$ cat src/rtl/seq_store_pkg.sv
// Shared types and constants for the Simon Says sequence store.
// The LFSR helpers are only used when SEQ_STORE_LFSR_EN is defined.
package seq_pkg;

  localparam int SYM_W_DEF = 2;
  localparam int DEPTH_DEF = 32;

  localparam logic [15:0] LFSR_SEED = 16'hACE1;
  // Right-shift Fibonacci form of x^16+x^14+x^13+x^11+1: taps on bits 0,2,3,5
  localparam logic [15:0] LFSR_TAPS = 16'h002D;

  typedef enum logic [1:0] {
    IDLE    = 2'd0,
    FETCH   = 2'd1,
    PRESENT = 2'd2,
    DONE    = 2'd3
  } play_state_e;

  function automatic logic [15:0] lfsr_next(input logic [15:0] s);
    return {^(s & LFSR_TAPS), s[15:1]};
  endfunction

endpackage

$ cat src/rtl/seq_store_ram.sv
// DEPTH x SYM_W symbol memory: one write port, two registered read ports
// (playback and check). Read registers clear on clr; contents never reset.
module seq_ram #(
  parameter int SYM_W = 2,
  parameter int DEPTH = 32,
  localparam int AW = $clog2(DEPTH)
) (
  input  logic             clk,
  input  logic             clr,
  input  logic             wr_en,
  input  logic [AW-1:0]    wr_addr,
  input  logic [SYM_W-1:0] wr_data,
  input  logic             pa_en,
  input  logic [AW-1:0]    pa_addr,
  output logic [SYM_W-1:0] pa_data,
  input  logic             cb_en,
  input  logic [AW-1:0]    cb_addr,
  output logic [SYM_W-1:0] cb_data
);

  logic [SYM_W-1:0] mem_q [DEPTH];
  logic [SYM_W-1:0] pa_data_q, pa_data_d;
  logic [SYM_W-1:0] cb_data_q, cb_data_d;

  always_comb begin
    pa_data_d = pa_data_q;
    cb_data_d = cb_data_q;
    if (clr) begin
      pa_data_d = '0;
      cb_data_d = '0;
    end else begin
      if (pa_en) pa_data_d = mem_q[pa_addr];
      else       pa_data_d = pa_data_q;
      if (cb_en) cb_data_d = mem_q[cb_addr];
      else       cb_data_d = cb_data_q;
    end
  end

  always_ff @(posedge clk) begin
    if (wr_en) mem_q[wr_addr] <= wr_data;
  end

  always_ff @(posedge clk) begin
    pa_data_q <= pa_data_d;
    cb_data_q <= cb_data_d;
  end

  assign pa_data = pa_data_q;
  assign cb_data = cb_data_q;

endmodule

$ cat src/rtl/seq_store.sv
// Simon Says sequence store: append, valid/ready playback and player check.
// Define SEQ_STORE_LFSR_EN to append LFSR-generated symbols instead of push_data.
module seq_store
  import seq_pkg::*;
#(
  parameter int SYM_W = SYM_W_DEF,
  parameter int DEPTH = DEPTH_DEF,
  localparam int LEN_W = $clog2(DEPTH + 1),
  localparam int AW    = $clog2(DEPTH)
) (
  input  logic             clk,
  input  logic             rst,
  input  logic             clear,
  input  logic             push,
  input  logic [SYM_W-1:0] push_data,
  output logic             full,
  output logic [LEN_W-1:0] len,
  input  logic             play_start,
  output logic             play_busy,
  output logic             play_valid,
  output logic [SYM_W-1:0] play_data,
  input  logic             play_ready,
  output logic             play_done,
  input  logic             chk_valid,
  input  logic [SYM_W-1:0] chk_data,
  output logic             chk_ok,
  output logic             chk_err,
  output logic             chk_round
);

  play_state_e      state_q, state_d;
  logic [LEN_W-1:0] len_q, len_d;
  logic [AW-1:0]    play_idx_q, play_idx_d;
  logic [AW-1:0]    chk_idx_q, chk_idx_d;
  logic [SYM_W-1:0] chk_sym_q, chk_sym_d;
  logic             chk_pend_q, chk_pend_d;
  logic             chk_last_q, chk_last_d;

  logic             push_acc, chk_acc, chk_hit;
  logic [SYM_W-1:0] push_sym, chk_rd_data;

`ifdef SEQ_STORE_LFSR_EN
  logic [15:0] lfsr_q, lfsr_d;
  logic        unused_push_data;

  always_comb lfsr_d = lfsr_next(lfsr_q);

  // Seeded by rst only so that clear does not replay the same colours
  always_ff @(posedge clk) begin
    if (rst) lfsr_q <= LFSR_SEED;
    else     lfsr_q <= lfsr_d;
  end

  assign push_sym         = lfsr_q[SYM_W-1:0];
  assign unused_push_data = ^push_data;
`else
  assign push_sym = push_data;
`endif

  assign full    = (len_q == LEN_W'(DEPTH));
  assign chk_hit = (chk_rd_data == chk_sym_q);

  always_comb begin
    push_acc = push && !clear && (state_q == IDLE) && !full;
    len_d    = len_q;
    if (clear)         len_d = '0;
    else if (push_acc) len_d = len_q + LEN_W'(1);
    else               len_d = len_q;

    // The pending result moves chk_idx before a back-to-back check reads memory
    chk_idx_d = chk_idx_q;
    if (clear)                         chk_idx_d = '0;
    else if (chk_pend_q && chk_hit && !chk_last_q) chk_idx_d = chk_idx_q + AW'(1);
    else if (chk_pend_q)               chk_idx_d = '0;
    else                               chk_idx_d = chk_idx_q;

    chk_acc    = chk_valid && !clear && (state_q == IDLE) && (len_q != '0);
    chk_pend_d = chk_acc;
    if (chk_acc) begin
      chk_sym_d  = chk_data;
      chk_last_d = (LEN_W'(chk_idx_d) == len_q - LEN_W'(1));
    end else begin
      chk_sym_d  = chk_sym_q;
      chk_last_d = chk_last_q;
    end

    state_d    = state_q;
    play_idx_d = play_idx_q;
    case (state_q)
      IDLE: begin
        if (play_start && (len_d != '0)) begin
          state_d    = FETCH;
          play_idx_d = '0;
        end else begin
          state_d = IDLE;
        end
      end
      FETCH:   state_d = PRESENT;
      PRESENT: begin
        if (!play_ready) begin
          state_d = PRESENT;
        end else if (LEN_W'(play_idx_q) == len_q - LEN_W'(1)) begin
          state_d = DONE;
        end else begin
          state_d    = FETCH;
          play_idx_d = play_idx_q + AW'(1);
        end
      end
      DONE:    state_d = IDLE;
      default: state_d = IDLE;
    endcase
    if (clear) begin
      state_d    = IDLE;
      play_idx_d = '0;
    end else begin
      play_idx_d = play_idx_d;
    end
  end

  always_ff @(posedge clk) begin
    if (rst) begin
      state_q    <= IDLE;
      len_q      <= '0;
      play_idx_q <= '0;
      chk_idx_q  <= '0;
      chk_sym_q  <= '0;
      chk_pend_q <= 1'b0;
      chk_last_q <= 1'b0;
    end else begin
      state_q    <= state_d;
      len_q      <= len_d;
      play_idx_q <= play_idx_d;
      chk_idx_q  <= chk_idx_d;
      chk_sym_q  <= chk_sym_d;
      chk_pend_q <= chk_pend_d;
      chk_last_q <= chk_last_d;
    end
  end

  seq_ram #(.SYM_W(SYM_W), .DEPTH(DEPTH)) u_ram (
    .clk     (clk),
    .clr     (rst || clear),
    .wr_en   (push_acc),
    .wr_addr (len_q[AW-1:0]),
    .wr_data (push_sym),
    .pa_en   (state_q == FETCH),
    .pa_addr (play_idx_q),
    .pa_data (play_data),
    .cb_en   (chk_acc),
    .cb_addr (chk_idx_d),
    .cb_data (chk_rd_data)
  );

  assign len        = len_q;
  assign play_busy  = (state_q != IDLE);
  assign play_valid = (state_q == PRESENT);
  assign play_done  = (state_q == DONE);
  assign chk_ok     = chk_pend_q && chk_hit && !chk_last_q;
  assign chk_round  = chk_pend_q && chk_hit && chk_last_q;
  assign chk_err    = chk_pend_q && !chk_hit;

endmodule

$ cat config.mk
export PLATFORM = sky130hd
export DESIGN_NAME = seq_store
export DESIGN_NICKNAME = d
export VERILOG_FILES = /design/src/rtl/seq_store_pkg.sv /design/src/rtl/seq_store_ram.sv /design/src/rtl/seq_store.sv
export SDC_FILE = /design/constraint.sdc
export NUM_CORES = 1
export LEC_CHECK = 0
export CELL_PAD_IN_SITES_DETAIL_PLACEMENT = 0
export CELL_PAD_IN_SITES_GLOBAL_PLACEMENT = 1
export CORE_UTILIZATION = 50
export DETAILED_ROUTE_END_ITERATION = 8
export PLACE_DENSITY_LB_ADDON = 0.1
export REMOVE_ABC_BUFFERS = 1
export SKIP_CTS_REPAIR_TIMING = 1
export SLEW_MARGIN = 10
export SYNTH_ARGS = -nofsm -noshare
export SYNTH_HDL_FRONTEND = slang
export SYNTH_HIERARCHICAL = 1
export SYNTH_SLANG_ARGS = --single-unit
$ cat constraint.sdc
create_clock -name clk -period 4.4 [get_ports clk]
set_input_delay 0.88 -clock clk [delete_from_list [all_inputs] [get_ports clk]]
set_output_delay 0.88 -clock clk [all_outputs]
set_load 0.02 [all_outputs]
==> results.md, run 1 <==
- Status: complete, no violations
- Most frequent cells in the layout: 66 x mux2i_1, 64 x edfxtp_1, 59 x nor2_1, 32 x a22oi_1
- Synth-to-layout area growth: 9.76%
- Clk sinks: 90
- MaxCap Viol Count: 0
- Placed inst area: 5320 um^2
- RSZ-0062 raised after global routing: no
- Rows: 36
- GP Congestion: 0.867
- Setup total negative slack: 0 ns
- Final Worst Setup Slack: 0.814 ns
- Drt pass-1 iters: 5
- Mean Syn Cell Area: 10.9 um^2
- Setup Skew: 0.0175 ns
- Initial antenna violation count: 0
- Synth Warn #: 6
- Antenna Cells: 0
- CP startpoint kind: input port
- Vias in the first global route: 3462
- Simple-Gate Fraction of Synth Area: 16.0%
- IO Pins: 26
- Sequential fraction of the synthesis area: 48.5%
- Yosys top cell area share: 38.1%
- CP Buf/Inv Count: 1
- Post-synth top area cell: edfxtp_1
- Max_slew headroom: 22.4%
- #FFs+latches synth: 90
- Critical Path End Type: flop
- CP delay by family, top: simple AND/OR/NAND/NOR gates
- First-pass GRT wire length: 19000 um
- Worst slew pin tran: 1.16 ns
- Commonest non-fill, non-tap cell in the layout: mux2i_1
- Critical path arrival: 3.64 ns
- Ratio of cells with drive above 1 in the final layout: 5.77%
- P per Cell Area: 285 nW/um^2
- TritonCTS clock tree: yes
- CTS clk-pin slew, worst paths: 0.10 ns
- Util after Layout: 56.6%
- Port-buffer cells: 25
- Final Max Tran Viols: 0
- Starting Density: 51.6%
- Drc violations: 0
- Worst Path Max Fanout: 17
- DP Wirelength: 8750 um
- Total Power: 1580 uW
- Lkg Pwr: 0.00168 uW
- Gr ovfl total: 0
- Total CTS buffers: 9
- Largest family of logic cells by synthesized area: simple AND/OR/NAND/NOR gates
- Post-Synth XOR/XNOR Area: 3.75%
- Worst path slowest cell: or4b_1
- Die H: 102 um
- FMAX: 0.279 GHz
- Total Wirelength: 12500 um
- ANT nets after route: 0
- Asr flop ratio synth: 0%
- Design area: 5530 um^2
- Critical Path RT: 4.45 ns
- Cells along the critical path: clkdlybuf4s50_1 -> or4b_1 -> a31oi_1 -> nand3b_1 -> nor2_1
- Largest net degree at the start of global routing: 33
- Minimum clock period: 3.59 ns
- Max VDD drop: 259 uV
- Nets: 496
- Die W: 102 um
- DR iter-0 viols: 224
- Setup Viol. Count Final: 0
- Adder-Cell Fraction of Synth Area: 1.24%
- Via density: 6.06
- H-tree depth: 3
- Mapped cell area: 5040 um^2
- Fin crit share: 81.5%
- Core region area: 9770 um^2
- Synth area leaders: edfxtp_1 38%, mux2i_1 13%, dfxtp_1 10%, a22oi_1 4.8%, nor2_1 4.4%
- Drt wl/cell: 20.2 um
- Synth cell types: 61
- Post-synth EDFFs: 64
- Clk Tree Root Cell: clkbuf_8
- DP Worst Slack: 0.506 ns
- Mux cell area share after synthesis: 13.1%
- CP max stage delay: 0.74 ns
- HP Class: flop to flop
- Clock buffer depth: 2
- Post-Syn Instances: 462
- Synth Flop Type: edfxtp_1
- Post-synthesis compound-gate area fraction: 13.1%
- Crit Path Class: input port to flop
- Overall global routing resource usage: 25.0%
- Die footprint: 10500 um^2
- Final Hold Fails: 0
- Worst-skew pair later-pin latency: 0.36 ns
- Routed vias: 3748
## final timing paths
check / start / endpoint / slack [ns] / cells after the start
hold reg to reg: u_ram/pa_data[0] / u_ram/pa_data[0] / 0.49 / 2
setup reg to reg: u_ram/cb_data[0] / u_ram/cb_data[0] / 1.25 / 11
setup / recovery: clear / u_ram/mem_q[26][1] / 0.81 / 5
hold / removal: u_ram/pa_data[0] / u_ram/pa_data[0] / 0.49 / 2
## metal layers
metal / vias up / wire length (um) / track usage, %
met3: 10 / 570 / 5.06
met4: 0 / 109 / 6.26
met5: - / 0 / 0
met1: 1858 / 6010 / 35.7
met2: 92 / 5810 / 39.0
li1: 1788 / - / -
## final cells by class
| class | instances | area [um^2] |
|---|---|---|
| Timing Repair Buffer | 30 | 288 |
| Clock inverter | 3 | 46.3 |
| Inverter | 11 | 41.3 |
| Fill cell | 870 | 4240 |
| Sequential cell | 90 | 2440 |
| Clock buffer | 13 | 170 |
| Multi-Input combinational cell | 338 | 2380 |
| Tap cell | 133 | 166 |
## flip-flops by register name, summed over array words and instances, names as in the netlist
signal / count
chk_last_q: 1
u_ram/cb_data: 2
chk_pend_q: 1
chk_idx_q: 5
chk_sym_q: 2
state_q: 2
play_idx_q: 5
u_ram/pa_data: 2
u_ram/mem_q: 64
len: 6
## cell families after synthesis
kind of cell             count (synthesis)
flip-flops                              90
AO/OA/AOI/OAI                           93
buffers and inverters                   34
XOR/XNOR                                20
adder cells (fa/ha/maj)                  5
AND/OR/NAND/NOR                        154
multiplexers                            66
## stage by stage
step           instances  hold slack, ns
6_report             618           0.488
5_1_grt              618           0.520
4_1_cts              618           0.490
3_5_place_dp         602           0.477
3_3_place_gp         602           0.477
2_1_floorplan        439           0.467
## where the power goes
group          leakage (uW)  internal, uW  switching, uW  total [uW]
Clock              0.000105           314            287         601
Combinational      0.000786          25.1           39.7        64.7
Sequential         0.000786           908           3.22         911
Total               0.00168          1250            330        1580
## cells in the mapped netlist, types with 3 or more instances
library cell and number:
and3_1 3, nand4_1 4, xor2_1 5, and2_1 4, a21oi_1 22, o22ai_1 3, buf_6 5, inv_1 9
nand3_1 8, nand2b_1 6, nor4_1 3, edfxtp_1 64, or4_1 5, ha_1 5, nor2_1 59, a22oi_1 32
nor3b_1 3, or3b_2 3, buf_1 3, nand2_1 20, a211oi_1 9, mux2i_1 66, nor3_1 4, a31oi_1 5
nor2b_1 11, xnor2_1 14, or3_1 3, clkbuf_1 10, nand3b_1 7, dfxtp_1 26
## worst reg2reg max path, stage by stage, from the launching register on
cell and delay, ns:
dfxtp_1 0.37, xnor2_1 0.34, nand3_1 0.20, mux2i_1 0.18, nand2b_1 0.12, inv_1 0.07
buf_4 0.44, mux2i_1 0.19, a22oi_1 0.28, a21oi_1 0.10, or4_1 0.52, a211oi_1 0.24
Power figures use the tool's default switching activity.
==> run 2, diff against run 1 <==
- CORE_UTILIZATION: 50 -> 44
- clock period: 4.4 -> 3.04 ns (I/O delays scaled with it)
==> run 2 against run 1 <==
Effect of this change: critical path depth up 4; non-clock buffer count rose by 30; final area rose by 6.4%; first-iteration DRC count decreased by 16%; routed wire length rose by 3.1%; die area is 13% higher.
==> results.md, run 2 (same netlist as run 1, synthesis figures left out) <==
- Status: complete, no violations
- Cells along the critical path: clkdlybuf4s50_1 -> buf_4 -> or4b_1 -> or4_1 -> a21oi_1 -> a21oi_1 -> buf_4 -> a211o_1 -> a21oi_1
- Largest net degree at the start of global routing: 40 (+21%)
- Via density: 5.82 (-4.1%)
- Vias in the first global route: 3602 (+4.0%)
- Fin crit share: 94.5%
- Setup Viol. Count Final: 0 (unchanged)
- Die footprint: 11900 um^2 (+13%)
- CP startpoint kind: input port
- Crit Path Class: input port to flop
- Core region area: 11000 um^2 (+12%)
- Clock power share: 43.7% (+5.6 points)
- Worst Path Max Fanout: 4 (-13)
- P_sw: 536 uW (+62%)
- GP Congestion: 0.820 (-5.4%)
- Antenna Cells: 0 (unchanged)
- Critical R2R Capture: u_ram/cb_data[1]
- Clock buffer depth: 2 (unchanged)
- Setup Skew: 0.00757 ns (-0.00993 ns)
- Worst Setup EP: state_q[0]
- Reg2reg path depth: 12 (+1)
- Internal: 1990 uW (+60%)
- TritonCTS clock tree: yes
- Total CTS buffers: 9 (unchanged)
- Overall global routing resource usage: 23.1% (-1.9 points)
- Gr ovfl total: 0 (unchanged)
- Sw frac: 21.2% (+0.26 points)
- Lkg Pwr: 0.00187 uW (+11%)
- Initial antenna violation count: 0 (unchanged)
- First-pass GRT wire length: 19700 um (+3.6%)
- Drc violations: 0 (unchanged)
- P per Cell Area: 430 nW/um^2 (+51%)
- Worst R2R Start: u_ram/cb_data[1]
- Rows: 38 (+5.6%)
- Starting Density: 45.9% (-5.7 points)
- Largest Register: u_ram/mem_q
- Drt wl/cell: 19.7 um (-2.8%)
- CTS clk-pin slew, worst paths: 0.06 ns (-0.04 ns)
- Routed vias: 3810 (+1.7%)
- Worst slew pin tran: 0.705 ns (-0.455 ns)
- Hold slack: 0.500 ns (+0.0126 ns)
- Total Wirelength: 12900 um (+3.1%)
- Nets: 526 (+6.0%)
- Max VDD drop: 298 uV (+15%)
- Critical Path End Type: flop
- Clk Tree Root Cell: clkbuf_16
- HP Class: flop to flop
- Max_slew headroom: 52.9% (+30 points)
- MaxCap Viol Count: 0 (unchanged)
- Port-buffer cells: 25 (unchanged)
- Total Power: 2530 uW (+60%)
- Minimum clock period: 2.87 ns
- DR iter-0 viols: 189 (-16%)
- Highest routed layer: met4
- Placed inst area: 5570 um^2 (+4.9%)
- Met2 WL: 6070 um (+4.4%)
- Reg power frac: 52.1% (-5.7 points)
- Max reg flops: 64 (unchanged)
- Clk sinks: 90 (unchanged)
- RSZ-0062 raised after global routing: no
- Worst-skew pair later-pin latency: 0.34 ns (-0.02 ns)
- Critical path arrival: 3.14 ns (-0.50 ns)
- Metal3 WL: 519 um (-8.9%)
- Worst path slowest cell: or4b_1
- FMAX: 0.348 GHz
- Crit-path most repeated cell: a21oi_1
- Launch point of the critical path: clear
- Wl on met1: 6120 um (+1.9%)
- CP max stage delay: 0.59 ns (-0.15 ns)
- Die H: 109 um (+6.5%)
- Flop-to-flop setup slack: 0.26 ns (-0.99 ns)
- Drt pass-1 iters: 5 (unchanged)
- IO Pins: 26 (unchanged)
- Final Hold Fails: 0 (unchanged)
- Synth-to-layout area growth: 16.8%
- H-tree depth: 3 (unchanged)
- Final Max Tran Viols: 0 (unchanged)
- ANT nets after route: 0 (unchanged)
- Die W: 109 um (+6.5%)
- Ratio of cells with drive above 1 in the final layout: 12.2% (+6.5 points)
- Most frequent cells in the layout: 66 x mux2i_1, 64 x edfxtp_1, 58 x nor2_1, 33 x buf_4, 32 x a22oi_1
- Design area: 5890 um^2 (+6.4%)
- DP Wirelength: 9250 um (+5.8%)
- Critical Path RT: 3.31 ns (-1.14 ns)
- Commonest non-fill, non-tap cell in the layout: mux2i_1
- Logic pwr share: 4.2% (about the same)
-- run 2: cell types whose count changed in the layout (fill, tap and decap cells not counted), moves of 2 or more --
cell       previous run  this run
clkbuf_8             10         0
clkinv_2              0         3
buf_12                0         2
buf_4                 5        33
clkbuf_16             1         9
clkbuf_1              2         0
-- run 2: critical path: cells and delay by family --
family          cells  cell delay (ns)
compound gates      4             0.67
buf+inv             3             0.79
simple gates        2             1.08
-- run 2: worst min-delay path by stage --
stage,startpoint,end,slack (ns),cells past startpoint
2_1_floorplan,chk_sym_q[0],chk_sym_q[0],0.47,2
3_3_place_gp,u_ram/pa_data[0],u_ram/pa_data[0],0.47,2
3_5_place_dp,u_ram/pa_data[0],u_ram/pa_data[0],0.49,2
4_1_cts,u_ram/pa_data[0],u_ram/pa_data[0],0.50,2
5_1_grt,chk_sym_q[1],chk_sym_q[1],0.54,2
6_report,u_ram/pa_data[0],u_ram/pa_data[0],0.50,2
-- run 2: per-stage QoR --
| stage | worst slack (ns) | util [%] | TNS, ns | std cells |
|---|---|---|---|---|
| final | 0.167 | 53.6 | 0 | 655 |
| after global routing | 0.0181 | 53.6 | 0 | 655 |
| after CTS | 0.149 | 53.4 | 0 | 655 |
| after floorplan | -0.0680 | - | -0.136 | 439 |
| after global placement | -0.117 | 50.8 | -2.55 | 639 |
| after detailed placement | -0.202 | 50.8 | -3.35 | 639 |
-- run 2: layout make-up --
type / instances / area, um^2
clock inverters: 7 / 70.1
multi-input cells: 338 / 2390
repair buffers: 60 / 538
well taps: 140 / 175
fillers: 980 / 5100
inverters: 11 / 41.3
flip-flops and latches: 90 / 2440
clock buffers: 9 / 225
-- run 2: metal layers --
| metal | track usage (%) | vias up |
|---|---|---|
| met5 | 0 | - |
| li1 | - | 1843 |
| met3 | 4.00 | 9 |
| met4 | 6.47 | 0 |
| met1 | 32.4 | 1878 |
| met2 | 36.6 | 80 |
-- run 2: power groups by stage --
stage               clock network, uW  registers, uW  logic, uW
floorplan                           0           1350       44.1
global placement                    0           1350        106
detailed placement                  0           1350        106
CTS                              1120           1320        107
global route                     1170           1320        116
finish                           1110           1320        107
